[src/rtl/parc_core_reorder_buffer_flush_pkg.sv]
// Shared defaults for the pv2ooo reorder buffer.
// Depth, tag width and fill-port count used by the ROB and helpers.
package parc_core_reorder_buffer_flush_pkg;

  localparam int ROB_DEPTH  = 16;
  localparam int ROB_PTR_W  = 4;
  localparam int ROB_PREG_W = 5;
  localparam int ROB_NFILL  = 2;

endpackage

[src/rtl/parc_core_rob_age.sv]
// Age of a ROB slot relative to the head index.
// Depth is a power of two, so the modulo is plain truncation.
module parc_core_rob_age
  import parc_core_reorder_buffer_flush_pkg::*;
#(
  parameter int PTR_W = ROB_PTR_W
)(
  input  logic [PTR_W-1:0] slot_i,
  input  logic [PTR_W-1:0] head_i,
  output logic [PTR_W-1:0] age_o
);

  assign age_o = slot_i - head_i;

endmodule

[src/rtl/parc_core_reorder_buffer_flush.sv]
// In-order-commit reorder buffer with multi-port fill,
// commit backpressure and mispredict flush of younger entries.
module parc_core_reorder_buffer_flush
  import parc_core_reorder_buffer_flush_pkg::*;
#(
  parameter int DEPTH  = ROB_DEPTH,
  parameter int PTR_W  = ROB_PTR_W,
  parameter int PREG_W = ROB_PREG_W,
  parameter int NFILL  = ROB_NFILL
)(
  input  logic                   clk,
  input  logic                   reset,
  input  logic                   rob_alloc_req_val,
  output logic                   rob_alloc_req_rdy,
  input  logic [PREG_W-1:0]      rob_alloc_req_preg,
  input  logic                   rob_alloc_req_wen,
  output logic [PTR_W-1:0]       rob_alloc_resp_slot,
  input  logic [NFILL-1:0]       rob_fill_val,
  input  logic [NFILL*PTR_W-1:0] rob_fill_slot,
  input  logic                   rob_flush_val,
  input  logic [PTR_W-1:0]       rob_flush_slot,
  output logic                   rob_commit_val,
  input  logic                   rob_commit_rdy,
  output logic                   rob_commit_wen,
  output logic [PTR_W-1:0]       rob_commit_slot,
  output logic [PREG_W-1:0]      rob_commit_rf_waddr,
  output logic [PTR_W:0]         rob_count
);

  localparam logic [PTR_W:0] PTR_ONE = (PTR_W+1)'(1);

  logic [PTR_W:0]               head_q, head_d;
  logic [PTR_W:0]               tail_q, tail_d;
  logic [DEPTH-1:0]             valid_q, valid_d;
  logic [DEPTH-1:0]             pend_q, pend_d;
  logic [DEPTH-1:0]             wen_q, wen_d;
  logic [DEPTH-1:0][PREG_W-1:0] preg_q, preg_d;

  logic [PTR_W-1:0] head_idx;
  logic [PTR_W-1:0] tail_idx;
  logic             full;
  logic             alloc_fire;
  logic             commit_fire;
  logic             flush_ok;
  logic [PTR_W-1:0] flush_age;
  logic [PTR_W-1:0] fill_slot [NFILL];
  logic [PTR_W-1:0] fill_age  [NFILL];
  logic [NFILL-1:0] fill_ok;
  logic [PTR_W-1:0] ent_age   [DEPTH];

  assign head_idx = head_q[PTR_W-1:0];
  assign tail_idx = tail_q[PTR_W-1:0];
  assign full     = (head_idx == tail_idx)
                  & (head_q[PTR_W] != tail_q[PTR_W]);

  assign rob_count           = tail_q - head_q;
  assign rob_alloc_req_rdy   = ~full & ~rob_flush_val;
  assign rob_alloc_resp_slot = tail_idx;
  assign rob_commit_val      = valid_q[head_idx] & ~pend_q[head_idx];
  assign rob_commit_wen      = rob_commit_val & wen_q[head_idx];
  assign rob_commit_slot     = head_idx;
  assign rob_commit_rf_waddr = preg_q[head_idx];

  assign alloc_fire  = rob_alloc_req_val & rob_alloc_req_rdy;
  assign commit_fire = rob_commit_val & rob_commit_rdy;

  parc_core_rob_age #(.PTR_W(PTR_W)) u_flush_age (
    .slot_i (rob_flush_slot),
    .head_i (head_idx),
    .age_o  (flush_age)
  );

  // Out-of-window flush slots are stale and must not shrink the ROB.
  assign flush_ok = rob_flush_val
                  & ({1'b0, flush_age} < rob_count);

  for (genvar k = 0; k < NFILL; k++) begin : g_fill
    assign fill_slot[k] = rob_fill_slot[k*PTR_W +: PTR_W];

    parc_core_rob_age #(.PTR_W(PTR_W)) u_fill_age (
      .slot_i (fill_slot[k]),
      .head_i (head_idx),
      .age_o  (fill_age[k])
    );

    assign fill_ok[k] = rob_fill_val[k]
                      & valid_q[fill_slot[k]]
                      & ({1'b0, fill_age[k]} < rob_count);
  end

  for (genvar i = 0; i < DEPTH; i++) begin : g_age
    localparam logic [PTR_W-1:0] IDX = PTR_W'(i);
    assign ent_age[i] = IDX - head_idx;
  end

  // Later updates override earlier ones: fill, commit, flush, alloc.
  always_comb begin
    head_d  = head_q;
    tail_d  = tail_q;
    valid_d = valid_q;
    pend_d  = pend_q;
    wen_d   = wen_q;
    preg_d  = preg_q;

    for (int k = 0; k < NFILL; k++) begin
      if (fill_ok[k]) pend_d[fill_slot[k]] = 1'b0;
    end

    if (commit_fire) begin
      valid_d[head_idx] = 1'b0;
      head_d            = head_q + PTR_ONE;
    end

    if (flush_ok) begin
      for (int i = 0; i < DEPTH; i++) begin
        if (ent_age[i] > flush_age) valid_d[i] = 1'b0;
      end
      tail_d = head_q + {1'b0, flush_age} + PTR_ONE;
    end

    if (alloc_fire) begin
      valid_d[tail_idx] = 1'b1;
      pend_d[tail_idx]  = 1'b1;
      wen_d[tail_idx]   = rob_alloc_req_wen;
      preg_d[tail_idx]  = rob_alloc_req_preg;
      tail_d            = tail_q + PTR_ONE;
    end
  end

  always_ff @(posedge clk) begin
    if (!reset) begin
      head_q  <= '0;
      tail_q  <= '0;
      valid_q <= '0;
      pend_q  <= '0;
      wen_q   <= '0;
      preg_q  <= '0;
    end else begin
      head_q  <= head_d;
      tail_q  <= tail_d;
      valid_q <= valid_d;
      pend_q  <= pend_d;
      wen_q   <= wen_d;
      preg_q  <= preg_d;
    end
  end

endmodule

[config.mk]
export PLATFORM = sky130hd
export DESIGN_NAME = parc_core_reorder_buffer_flush
export DESIGN_NICKNAME = d
export VERILOG_FILES = /design/src/rtl/parc_core_reorder_buffer_flush_pkg.sv /design/src/rtl/parc_core_rob_age.sv /design/src/rtl/parc_core_reorder_buffer_flush.sv
export SDC_FILE = /design/constraint.sdc
export NUM_CORES = 1
export LEC_CHECK = 0
export BUFFER_PORTS_ARGS = -buffer_cell sky130_fd_sc_hd__clkbuf_2
export CORE_AREA = 2 2 142 144
export DETAILED_ROUTE_END_ITERATION = 10
export DIE_AREA = 0 0 144 146
export SYNTH_ARGS = -nofsm -noshare
export SYNTH_HDL_FRONTEND = slang
export SYNTH_SLANG_ARGS = --single-unit
[constraint.sdc]
create_clock -name clk -period 7 [get_ports clk]
set_input_delay 0.35 -clock clk [delete_from_list [all_inputs] [get_ports clk]]
set_output_delay 0.35 -clock clk [all_outputs]
set_load 0.05 [all_outputs]
* After elaboration in Yosys (flattened, before gate mapping)
Cells that the tools add are included.
Storage, ports and cells: register bits 138, input port bits 25, output and inout bits 21, logic and storage cells 149
Operators by class: magnitude comparators 27, reduce and logical (&&, ||, !) cells 5, bitwise logic cells 22, mux-type cells 48, add/sub/neg operators 24, equality and inequality tests 2
Operator list (number):
- two-way mux 16 bit | 6
- bitwise mux 80 bit | 1
- greater-than comparator 4 bit | 16
- AND 16 bit | 3
- inverter 16 bit | 3
- bitwise OR 16 bit | 2
- subtractor 4 bit (first input constant) | 8
- two-way mux 1 bit | 25
- binary-select mux 1 bit (select 4 bit) | 5
- binary-select mux 5 bit (select 4 bit) | 1
- demux 5 bit (select 4 bit) | 1
- less-than comparator 4 x 5 -> 1 bit (second input constant) | 4
- two-way mux 5 bit | 4
- bitwise mux 16 bit | 1
- demux 1 bit (select 4 bit) | 4
- greater-or-equal comparator 4 x 1 -> 1 bit (second input constant) | 4
- subtractor 3 x 4 -> 4 bit (first input constant) | 4
- adder 5 x 1 -> 5 bit (second input constant) | 3
- less-than comparator 4 x 5 -> 1 bit | 3
- subtractor 4 bit | 3
- AND 1 bit | 11
- subtractor 1 x 4 -> 4 bit (first input constant) | 2
- subtractor 2 x 4 -> 4 bit (first input constant) | 2
- adder 5 x 4 -> 5 bit | 1
- other kinds (6) | 11

* Depth between registers and ports, before layout
Gate-level depths: netlist of run 1.
depth in word-level cells 11, gate-level depth with buffers 14, mapped depth without buffers 13

* Hierarchy
From an unflattened synthesis of run 1, not the netlist that was laid out.
Second synthesis, totals: cell total of the unflattened synthesis 1000, area, all modules 8600.7 um2
Modules (own cells, without submodules):
- parc_core_reorder_buffer_flush | cells each 956, sequential area each 2762.6 um2, instances 1, area an instance 8251.7 um2
- parc_core_rob_age at g_fill[0].u_fill_age ... | cells each 15, sequential area each 0.0 um2, instances 2, area an instance 116.4 um2
- parc_core_rob_age at g_fill[1].u_fill_age | cells each 14, sequential area each 0.0 um2, instances 1, area an instance 116.4 um2

* Worst setup path before layout of run 1
Ideal clock, no wire load.
path kind register -> register, from register head_q[1], to register pend_q[12], setup time 0.095 ns, stages on the path, launching flop included 11, required time 6.905 ns, arrival time 3.605 ns, buffers on the path 1, setup slack 3.300 ns, path through dfxtp_1 -> inv_1 -> fa_1 -> inv_1 -> ha_1 -> a21oi_1 -> maj3_1 -> a211oi_2 -> buf_6 -> o41ai_1 -> a221oi_1
Between the ends: cells in the longest elaborated chain, start to end 8, elaborated cells on any way between the ends 17
Ends and longest elaborated chain:
- start, declared | line parc_core_reorder_buffer_flush.sv:32 | logic [PTR_W:0] head_q, head_d;
- start signal, assigned | line parc_core_reorder_buffer_flush.sv:132 | head_q <= '0;
- start signal, assigned | line parc_core_reorder_buffer_flush.sv:139 | head_q <= head_d;
- subtractor 5 bit (*) | line parc_core_reorder_buffer_flush.sv:56 | assign rob_count = tail_q - head_q;
- named net rob_count[1] | line parc_core_reorder_buffer_flush.sv:27 | output logic [PTR_W:0] rob_count
- less-than comparator 4 x 5 -> 1 bit | line parc_core_reorder_buffer_flush.sv:88 | & ({1'b0, fill_age[k]} < rob_count);
- AND 1 bit | line parc_core_reorder_buffer_flush.sv:88
- two-way mux 16 bit | line parc_core_reorder_buffer_flush.sv:106 | if (fill_ok[k]) pend_d[fill_slot[k]] = 1'b0;
- AND 16 bit (no source line)
- two-way mux 16 bit (*) | line parc_core_reorder_buffer_flush.sv:106
- bitwise OR 16 bit (no source line)
- two-way mux 16 bit (*) | line parc_core_reorder_buffer_flush.sv:121 | if (alloc_fire) begin
- end signal, assigned | line parc_core_reorder_buffer_flush.sv:142 | pend_q <= pend_d;
- end, declared | line parc_core_reorder_buffer_flush.sv:35 | logic [DEPTH-1:0] pend_q, pend_d;
Mark *: on every way through the listed nets, which the timed path passes. The rest lies on a longest branch. A chain may end at the register's enable or synchronous reset.

* Worst setup path in the final report of run 1
from register head_q[1], to register pend_q[9]
Between the ends: cells in the longest elaborated chain, start to end 8, elaborated cells on any way between the ends 17
Ends and longest elaborated chain (line):
- subtractor 5 bit / subtractor 4 bit (equally long branches) | parc_core_reorder_buffer_flush.sv:56, parc_core_rob_age.sv:13
- less-than comparator 4 x 5 -> 1 bit | parc_core_reorder_buffer_flush.sv:88
- AND 1 bit | parc_core_reorder_buffer_flush.sv:88
- two-way mux 16 bit | parc_core_reorder_buffer_flush.sv:106
- AND 16 bit (no source line)
- two-way mux 16 bit | parc_core_reorder_buffer_flush.sv:106
- bitwise OR 16 bit (no source line)
- two-way mux 16 bit (*) | parc_core_reorder_buffer_flush.sv:121
Mark *: on every way between the ends. The rest lies on a longest branch, timed or not.

==> summary.md, run 1 <==
| Metric | Value |
|---|---|
| Status | completed |
| Reg2Reg Setup Slack | 2950 ps |
| Cell Area, Synth | 8580 µm² |
| Most common cell on crit path | inv_1 |
| Reg2Reg Depth | 9 |
| Die width | 144 µm |
| Hold-fix buffers, CTS | 0 |
| Flop pwr share | 0.303 |
| I/O pin count | 46 |
| GRT Util Overall | 0.259 |
| Cts bufs inserted | 17 |
| Clock skew | 12.2 ps |
| Core ar. | 19300 µm² |
| Crit share post-route | 0.578 |
| DRC Markers | 0 |
| RSZ-0062 raised after global routing | false |
| Final ANT Viol Nets | 0 |
| Hold_sp | rob_alloc_req_wen |
| Flop and latch count out of synthesis | 138 |
| Post-synth EDFFs | 0 |
| Longest Clk Path Bufs | 2 |
| Worst path max stage delay | 970 ps |
| Sum of negative setup slack | 0 ps |
| WHS Endpoint | wen_q[14]$_SDFFE_PN0P_ |
| CTS H-tree depth | 4 |
| Syn_nets | 1068 |
| Count of final hold-check violations | 0 |
| Worst path slowest cell | a211oi_2 |
| First-pass GRT wire length | 41200 µm |
| Via/cell ratio | 6.03 |
| Port-buffer cells | 45 |
| R2R Path Start | head_q[1]$_SDFFE_PN0P_ |
| Asr flop ratio synth | 0 |
| Leakage | 3.66 nW |
| Worst-Margin Slew | 1240 ps |
| Die area | 21000 µm² |
| Peak VDD IR | 0.210 mV |
| Crit path DAT | 4340 ps |
| CP Class | flip-flop to flip-flop |
| Row count | 51 |
| Setup bufs post-CTS | 0 |
| Final Net Count | 1076 |
| Worst-Skew Late Latency | 430 ps |
| Starting Density | 0.444 |
| Routed length per placed instance | 21.6 µm |
| P_sw | 0.00114 W |
| FF-to-FF End | pend_q[9]$_SDFF_PN0_ |
| Logic pwr share | 0.350 |
| GR Overflow Total | 0 |
| Pint | 0.00175 W |
| Chip height | 146 µm |
| Startpoint Class | flip-flop |
| Vias in the first global route | 6874 |
| Post_cts resized | 0 |
| GPL Wtd Cong | 0.914 |
| N_diodes | 0 |
| Worst Path Required | 7300 ps |
| Dpl hpwl | 18700 µm |
| Final wirelength | 27200 µm |
| CP max FO | 17 |
| Root Buffer Master | clkbuf_16 |
| First drt pass iteration count | 7 |
| CTS tree | built |
| Dpl cells | 1231 |
| Share of post-route cells with drive strength above 1 | 0.147 |
| Post-synth cell types | 78 |
| Synth Instances | 977 |
| Total number of vias | 7619 |
| Mean Syn Cell Area | 8.78 µm² |
| Sw frac | 0.394 |
| Sequential area share after synthesis | 0.322 |
| Worst Hold Depth | 3 |
| Slew margin rel. | 0.165 |
| Min Clock Period, post-route | 4050 ps |
| Worst setup startpoint | head_q[1]$_SDFFE_PN0P_ |
| Initial DRC count | 783 |
| Cell chain of the critical path | inv_1 > fa_1 > inv_1 > ha_1 > a21oi_1 > maj3_1 > a211oi_2 > o21ai_0 > a221oi_1 |
| Initial antenna violation count | 1 |
| Clock power share | 0.347 |
| Layout area overhead | 11.0% |
| Power density cells | 303 nW/µm² |
| CP Capture Type | flip-flop |
| Syn. warnings | 0 |
| Finished Layout Cells | 1263 |
| Slew Limit Fails | 0 |
| Worst Hold Class | input port to flip-flop |
| Clock sinks | 138 |
| Clk slew on worst S/H paths | 60 ps |
| Synth Flop Type | dfxtp_1 |
| Largest net degree at the start of global routing | 67 |
| Max-cap check violation count | 0 |
| Max Clk Rate | 0.247 GHz |
| Finish-stage setup viols | 0 |
## synth_stat cells (3+ instances only)
master | instances | area, µm²
a21o_1 | 11 | 82.6
o31ai_1 | 4 | 30.0
o221a_2 | 4 | 45.0
xnor2_1 | 16 | 140
xor2_1 | 10 | 87.6
buf_6 | 4 | 45.0
a31oi_1 | 9 | 56.3
o21a_1 | 6 | 45.0
nor4_1 | 4 | 25.0
a21boi_0 | 5 | 37.5
maj3_1 | 7 | 70.1
a41oi_1 | 4 | 35.0
o21ai_0 | 15 | 75.1
a21oi_1 | 97 | 485
inv_1 | 39 | 146
o41ai_1 | 5 | 43.8
o22ai_1 | 4 | 25.0
buf_2 | 6 | 30.0
a221oi_1 | 8 | 70.1
mux2i_1 | 26 | 260
nand2b_1 | 7 | 43.8
mux4_2 | 34 | 766
ha_1 | 60 | 751
o21ai_1 | 3 | 15.0
nor2b_1 | 14 | 87.6
a22o_1 | 3 | 26.3
a41o_1 | 6 | 60.1
and3_1 | 4 | 25.0
fa_1 | 6 | 120
a211oi_1 | 6 | 45.0
clkbuf_1 | 41 | 154
nand4_1 | 12 | 75.1
buf_4 | 12 | 90.1
nor2_1 | 51 | 191
o211ai_1 | 6 | 45.0
nand2_1 | 179 | 672
dfxtp_1 | 138 | 2760
nor3_1 | 20 | 100
nand3_1 | 39 | 195
o221ai_1 | 3 | 26.3
## how the worst max path moves through the flow
stage	cells after the start	to	slack [ps]
after CTS	9	pend_q[9]$_SDFF_PN0_	3030
final	9	pend_q[9]$_SDFF_PN0_	2950
after floorplan	10	pend_q[12]$_SDFF_PN0_	3300
after global placement	9	pend_q[14]$_SDFF_PN0_	3100
after global routing	12	valid_q[12]$_SDFF_PN0_	2730
after detailed placement	11	pend_q[0]$_SDFF_PN0_	3060
## layout make-up
cell class,count,area (µm²)
Clock buffer,18,439
Fill cell,1851,9810
Timing Repair Buffer,55,300
Sequential cell,138,2770
Inverter,41,155
Clock inverter,14,209
Tap cell,265,332
Multi-Input combinational cell,732,5320
## per-stage QoR
stage	setup slack (ps)	area [µm²]	total power (W)	utilization	hold WS (ps)
4_1_cts	3030	9520	0.00287	0.493	381
5_1_grt	2730	9520	0.00300	0.493	417
2_1_floorplan	3300	8580	0.00166	-	432
3_5_place_dp	3060	8870	0.00188	0.459	445
3_3_place_gp	3100	8870	0.00188	0.459	439
6_report	2950	9520	0.00288	0.493	398
## worst max-delay path, delay by kind of cell (launching register included)
| kind | cells | cell delay [ps] |
|---|---|---|
| buf+inv | 2 | 830 |
| flops | 1 | 310 |
| compound gates | 4 | 1650 |
| fa+ha+maj | 3 | 1120 |
## power by group through the flow
stage               clock network (W)  logic, W  registers [W]
floorplan                           0  0.000794       0.000866
global placement                    0  0.000989       0.000890
detailed placement                  0  0.000989       0.000890
CTS                           0.00101  0.000995       0.000872
global route                  0.00105   0.00108       0.000876
finish                        0.00100   0.00101       0.000875
## placed cells by master, fill, tap and decap left out, types with 12 or more instances in the layout
master	n
nand2_1	179
dfxtp_1	136
a21oi_1	97
ha_1	60
nor2_1	51
clkbuf_2	45
nand3_1	39
inv_1	38
mux4_2	34
mux2i_1	26
nor3_1	20
clkbuf_16	17
xnor2_1	16
o21ai_0	15
nor2b_1	14
nand4_1	12
## per-layer routing
layer,vias up,part of all wire,GRT usage
met1,3675,0.45,0.375
met5,-,0,0
met2,367,0.45,0.387
li1,3532,-,-
met3,45,0.078,0.0576
met4,0,0.020,0.0755
## flip-flops by register name, indices dropped and copies added, names as in the netlist
name	count
valid_q	16
preg_q	80
pend_q	16
tail_q	5
head_q	5
wen_q	16
## cell families after synthesis
logic type	share of synthesized area
buf+inv	0.0583
flops	0.322
compound gates	0.174
mux	0.120
xor+xnor	0.0303
fa+ha+maj	0.110
simple gates	0.186
(Power assumes the default switching activity.)
==> run 2: changes to the inputs <==
==> constraint.sdc (replaced) <==
create_clock -name clk -period 3.4 [get_ports clk]
set_input_delay 0.17 -clock clk [delete_from_list [all_inputs] [get_ports clk]]
set_output_delay 0.17 -clock clk [all_outputs]
set_load 0.05 [all_outputs]
==> run 2 against run 1 <==
Sequential power increased by 100%. Utilization increased by 1.3 points. Count of clock-buffer cells in the layout decreased by 1. Register-to-register slack got worse by 2700 ps. Die area unchanged. Worst hold slack got worse by 190 ps. Wire length decreased by 0.73%. Critical path type unchanged. Flip-flop and latch count unchanged. Critical path depth increased by 3. Clock power increased by 92%. Non-clock buffer count increased by 31. First-iteration DRC count decreased by 4.3%. Largest power group unchanged.
==> summary.md, run 2 (synthesis results as in run 1) <==
| Metric | Value |
|---|---|
| First-pass GRT wire length | 42300 µm |
| Routed length per placed instance | 20.9 µm |
| Crit path DAT | 3460 ps |
| Clk slew on worst S/H paths | 70 ps |
| GRT Util Overall | 0.263 |
| Vias in the first global route | 7094 |
| WHS Endpoint | wen_q[7]$_SDFFE_PN0P_ |
| Peak VDD IR | 0.356 mV |
| Top reg by flops | preg_q |
| CTS H-tree depth | 4 |
| Layout area overhead | 13.9% |
| Initial DRC count | 749 |
| Row count | 51 |
| CP top delay family | adder cells |
| Dpl hpwl | 18800 µm |
| CP Capture Type | flip-flop |
| CP max FO | 11 |
| Commonest non-fill, non-tap cell in the layout | nand2_1 |
| Final ANT Viol Nets | 0 |
| Worst Hold Class | input port to flip-flop |
| Port-buffer cells | 45 |
| CTS tree | built |
| Crit path depth | 12 |
| RSZ-0062 raised after global routing | false |
| Initial antenna violation count | 0 |
| Starting Density | 0.444 |
| Root Buffer Master | clkbuf_16 |
| DRC Markers | 0 |
| Count of final hold-check violations | 0 |
| Chip height | 146 µm |
| Final Net Count | 1107 |
| Reg2Reg Setup Slack | 270 ps |
| Min Clock Period, post-route | 3130 ps |
| I/O pin count | 46 |
| Cell chain of the critical path | ha_1 > inv_1 > fa_2 > inv_1 > ha_1 > a21oi_1 > maj3_1 > a211oi_1 > buf_4 > nor4_1 > buf_4 > a221oi_1 |
| Slew margin rel. | 0.477 |
| Largest net degree at the start of global routing | 86 |
| Longest Clk Path Bufs | 2 |
| Cts bufs inserted | 17 |
| Hold_sp | rob_alloc_req_wen |
| Pwr Total | 0.00602 W |
| Max-cap check violation count | 0 |
| Clock sinks | 138 |
| Die width | 144 µm |
| Max reg flops | 80 |
| First drt pass iteration count | 5 |
| Worst Hold Depth | 3 |
| Leakage | 3.81 nW |
| FF-to-FF End | pend_q[0]$_SDFF_PN0_ |
| Die area | 21000 µm² |
| CP Buf/Inv Count | 4 |
| Max Clk Rate | 0.320 GHz |
| Worst Path Required | 3730 ps |
| N_diodes | 0 |
| Startpoint Class | flip-flop |
| GPL Wtd Cong | 0.895 |
| Finish-stage setup viols | 0 |
| Most frequent cells in the layout | nand2_1, dfxtp_1, a21oi_1 |
| GR Overflow Total | 0 |
| Final wirelength | 27000 µm |
| Crit share post-route | 0.920 |
| Total number of vias | 7715 |
| Via/cell ratio | 5.96 |
| Worst-Skew Late Latency | 430 ps |
| CP Class | flip-flop to flip-flop |
| Status | completed |
| Worst path slowest cell | fa_2 |
| Share of post-route cells with drive strength above 1 | 0.177 |
| Power density cells | 616 nW/µm² |
| Core ar. | 19300 µm² |
| Worst-Margin Slew | 784 ps |
| R2R Path Start | head_q[0]$_SDFFE_PN0P_ |
| Reg2Reg Depth | 12 |
| Worst path max stage delay | 540 ps |
| Clock skew | 8.39 ps |
| Slew Limit Fails | 0 |
| Sum of negative setup slack | 0 ps |
-- run 2: cell types whose count changed in the layout (fill, tap and decap cells not counted), sizes merged --
| cell | delta |
|---|---|
| bufinv | -2 |
| clkbuf | -1 |
| inv | +3 |
| buf | +31 |
-- run 2: final cells by class --
type	count	area, µm²
fillers	1844	9570
well taps	265	332
inverters	41	159
flip-flops and latches	138	2770
clock inverters	15	176
repair buffers	86	562
clock buffers	17	425
multi-input cells	732	5350
-- run 2: how the worst max path moves through the flow --
stage / startpoint / endpoint
final: head_q[0]$_SDFFE_PN0P_ / pend_q[0]$_SDFF_PN0_
after global routing: head_q[0]$_SDFFE_PN0P_ / pend_q[4]$_SDFF_PN0_
after floorplan: head_q[1]$_SDFFE_PN0P_ / pend_q[12]$_SDFF_PN0_
after detailed placement: head_q[1]$_SDFFE_PN0P_ / pend_q[14]$_SDFF_PN0_
after global placement: head_q[1]$_SDFFE_PN0P_ / pend_q[14]$_SDFF_PN0_
after CTS: head_q[1]$_SDFFE_PN0P_ / pend_q[14]$_SDFF_PN0_
-- run 2: power by group --
group | total (W) | internal, W | switching (W)
Sequential | 0.00175 | 0.00169 | 0.0000604
Clock | 0.00192 | 0.00111 | 0.000816
Combinational | 0.00234 | 0.000782 | 0.00156
-- run 2: per-stage QoR --
| stage | worst slack (ps) | area (µm²) | util | hold slack [ps] | cells |
|---|---|---|---|---|---|
| after global routing | 49.8 | 9770 | 0.505 | 239 | 1294 |
| final | 274 | 9770 | 0.505 | 210 | 1294 |
| after global placement | 135 | 9100 | 0.470 | 438 | 1257 |
| after CTS | 93.8 | 9700 | 0.502 | 190 | 1289 |
| after detailed placement | 82.5 | 9100 | 0.470 | 444 | 1257 |
| after floorplan | 14.1 | 8590 | - | 306 | 977 |
-- run 2: worst register-to-register path: cells and delay by family (launching register included) --
| family | cells | cell delay, ps |
|---|---|---|
| flops | 1 | 430 |
| fa+ha+maj | 4 | 1410 |
| simple gates | 1 | 80 |
| compound gates | 3 | 580 |
| buf+inv | 4 | 550 |
-- run 2: what timing repair did --
action                                  in CTS  in global routing
gates resized for setup                      0                  4
hold buffers                                 0                  0
endpoints found under the setup margin       0                 24
buffers inserted                             0                  5
-- run 2: layer usage --
layer | track usage | routed length [µm] | vias to the layer above
met1 | 0.390 | 12300 | 3736
met2 | 0.383 | 12000 | 348
li1 | - | - | 3598
met3 | 0.0638 | 2330 | 33
met5 | 0 | 0 | -
met4 | 0.0676 | 353 | 0
==> run 3: changes to the inputs <==
--- a/config.mk
+++ b/config.mk
@@ -5,10 +5,11 @@
 export SDC_FILE = /design/constraint.sdc
 export NUM_CORES = 1
 export LEC_CHECK = 0
+export ABC_AREA = 1
 export BUFFER_PORTS_ARGS = -buffer_cell sky130_fd_sc_hd__clkbuf_2
-export CORE_AREA = 2 2 142 144
+export CORE_AREA = 2 2 150 152
 export DETAILED_ROUTE_END_ITERATION = 10
-export DIE_AREA = 0 0 144 146
+export DIE_AREA = 0 0 152 154
 export SYNTH_ARGS = -nofsm -noshare
 export SYNTH_HDL_FRONTEND = slang
 export SYNTH_SLANG_ARGS = --single-unit
==> run 3 against run 2 <==
Largest power group unchanged. Critical path type is now flip-flop to primary output. Largest cell class unchanged. Global-route usage is 1.3 points lower. Via count is 20% higher. Area after synthesis is 12% higher.
==> summary.md, run 3 <==
| Metric | Value |
|---|---|
| Root Buffer Master | clkbuf_16 |
| Reg2Reg Depth | 14 |
| Cell Area, Synth | 9650 µm² |
| CP Capture Type | primary output |
| CP max FO | 48 |
| Layout area overhead | 8.95% |
| Share of post-route cells with drive strength above 1 | 0.110 |
| Port-buffer cells | 45 |
| Syn_nets | 1508 |
| Initial DRC count | 770 |
| Startpoint Class | flip-flop |
| Clk slew on worst S/H paths | 60 ps |
| Crit path DAT | 2900 ps |
| GPL Wtd Cong | 0.866 |
| CP Buf/Inv Count | 4 |
| Max Clk Rate | 0.326 GHz |
| Count of final hold-check violations | 0 |
| Core ar. | 21700 µm² |
| GRT Util Overall | 0.250 |
| Total number of vias | 9254 |
| Synth cell count leaders | nand2_1, a21oi_1, inv_1, o21ai_0, dfxtp_1 |
| Final Cell Area | 10500 µm² |
| CTS H-tree depth | 4 |
| GR Overflow Total | 0 |
| CP Class | flip-flop to primary output |
| Syn. warnings | 0 |
| Layout Utilization | 0.485 |
| Asr flop ratio synth | 0 |
| Sequential area share after synthesis | 0.286 |
| Hold-fix buffers, CTS | 0 |
| Initial antenna violation count | 0 |
| Worst Hold Depth | 3 |
| Max reg flops | 80 |
| Crit path depth | 10 |
| Dpl cells | 1676 |
| Slew Limit Fails | 0 |
| Post_cts resized | 0 |
| Top reg by flops | preg_q |
| Die area | 23400 µm² |
| Mux cell area share after synthesis | 0 |
| Pwr Total | 0.0101 W |
| Flop and latch count out of synthesis | 138 |
| Synth top area share | 0.286 |
| Fillers | 2258 |
| Slew margin rel. | 0.290 |
| Longest Clk Path Bufs | 2 |
| CTS tree | built |
| CP top delay family | buffers and inverters |
| Cell chain of the critical path | buf_4 > inv_2 > buf_4 > a21oi_1 > o21ai_0 > nand3_1 > nand2_1 > a31oi_1 > a311oi_1 > buf_12 |
| Sequential Area | 2760 µm² |
| Dpl cell area | 9920 µm² |
| Final Net Count | 1506 |
| Dpl hpwl | 19600 µm |
| Mean Syn Cell Area | 6.81 µm² |
| Worst Hold Class | input port to flip-flop |
| Area of the multi-input gates | 5640 µm² |
| Worst-Skew Late Latency | 420 ps |
| Status | completed |
| Routed length per placed instance | 17.3 µm |
| DRC Markers | 0 |
| First-pass GRT wire length | 46700 µm |
| Largest net degree at the start of global routing | 98 |
| Post-Synth Simple-Gate Area | 0.260 |
| Cell taking the most area after synthesis | dfxtp_1 |
| Chip height | 154 µm |
| First drt pass iteration count | 8 |
| Cts bufs inserted | 17 |
| Worst path max stage delay | 480 ps |
| Die width | 152 µm |
| Post-synth cell types | 47 |
| Post-synth EDFFs | 0 |
| Peak VDD IR | 0.675 mV |
| Setup bufs post-CTS | 0 |
| Finish-stage setup viols | 0 |
| Worst-Margin Slew | 1060 ps |
| Clock sinks | 138 |
| Post-Synth Adder-Cell Area | 0.0902 |
| Min Clock Period, post-route | 3070 ps |
| Final ANT Viol Nets | 0 |
| Clock skew | 8.27 ps |
| Most frequent cell after synthesis | nand2_1 |
| Worst path slowest cell | buf_4 |
| XOR/XNOR Fraction of Synth Area | 0.0154 |
| Synth Instances | 1417 |
| Via/cell ratio | 5.42 |
| Sum of negative setup slack | 0 ps |
| Leakage | 4.36 nW |
| Worst Path Required | 3230 ps |
| Crit share post-route | 0.902 |
| Finished Layout Cells | 1707 |
| Most common cell on crit path | buf_4 |
| Synth area leaders | dfxtp_1, nand2_1, a21oi_1, ha_1, o21ai_0 |
| N_diodes | 0 |
| Power density cells | 960 nW/µm² |
| Final wirelength | 29500 µm |
| Vias in the first global route | 8400 |
| RSZ-0062 raised after global routing | false |
| Max-cap check violation count | 0 |
| Synth Flop Type | dfxtp_1 |
| Largest family of logic cells by synthesized area | simple AND/OR/NAND/NOR gates |
| Row count | 54 |
| Starting Density | 0.445 |
| Commonest non-fill, non-tap cell in the layout | nand2_1 |
| I/O pin count | 46 |
| Most frequent cells in the layout | nand2_1, a21oi_1, inv_1 |
| Synth Area in Compound Gates | 0.218 |
run 3: per-layer routing:
metal / global-route usage / up-vias / share of wire
li1: - / 4685 / -
met1: 0.352 / 4246 / 0.47
met2: 0.398 / 295 / 0.44
met3: 0.0474 / 28 / 0.070
met4: 0.0610 / 0 / 0.015
met5: 0 / - / 0
run 3: final cells by class:
| type | instances | share of cell area |
|---|---|---|
| repair buffers | 64 | 0.0407 |
| clock buffers | 18 | 0.0408 |
| flip-flops and latches | 138 | 0.263 |
| clock inverters | 13 | 0.0159 |
| multi-input cells | 998 | 0.536 |
| inverters | 196 | 0.0702 |
| well taps | 280 | 0.0333 |
run 3: worst paths after layout:
| kind | startpoint | end | slack, ps |
|---|---|---|---|
| setup reg to reg | head_q[0]$_SDFFE_PN0P_ | tail_q[3]$_SDFFE_PN0P_ | 410 |
| hold / removal | rob_alloc_req_preg[0] | preg_q[75]$_SDFFE_PN0P_ | 250 |
| hold reg to reg | preg_q[64]$_SDFFE_PN0P_ | preg_q[64]$_SDFFE_PN0P_ | 440 |
| setup / recovery | head_q[0]$_SDFFE_PN0P_ | rob_commit_wen | 330 |
run 3: logic make-up after synthesis:
logic type,Yosys count
simple gates,518
flops,138
xor+xnor,17
compound gates,397
buf+inv,281
fa+ha+maj,66
run 3: through the flow:
| step | setup WS [ps] | hold slack, ps |
|---|---|---|
| 6_report | 333 | 255 |
| 4_1_cts | 276 | 238 |
| 3_5_place_dp | 432 | 433 |
| 3_3_place_gp | 524 | 429 |
| 2_1_floorplan | 145 | 328 |
| 5_1_grt | 51.8 | 265 |
run 3: power by group:
part / total [W] / internal, W / leakage, nW / switching, W
combinational: 0.00640 / 0.00193 / 2.96 / 0.00447
sequential: 0.00179 / 0.00173 / 1.12 / 0.0000592
clock: 0.00191 / 0.00116 / 0.287 / 0.000751
total: 0.0101 / 0.00481 / 4.36 / 0.00528
run 3: worst reg2reg max path, stage by stage, from the launching register on:
cell,delay (ps)
dfxtp_2,350
ha_1,210
inv_1,90
fa_1,400
xor2_1,270
inv_1,240
ha_1,380
inv_1,120
o31ai_1,310
xnor2_1,160
nand2_1,70
o21ai_0,80
nand2_1,80
nand2_1,60
a21oi_1,50
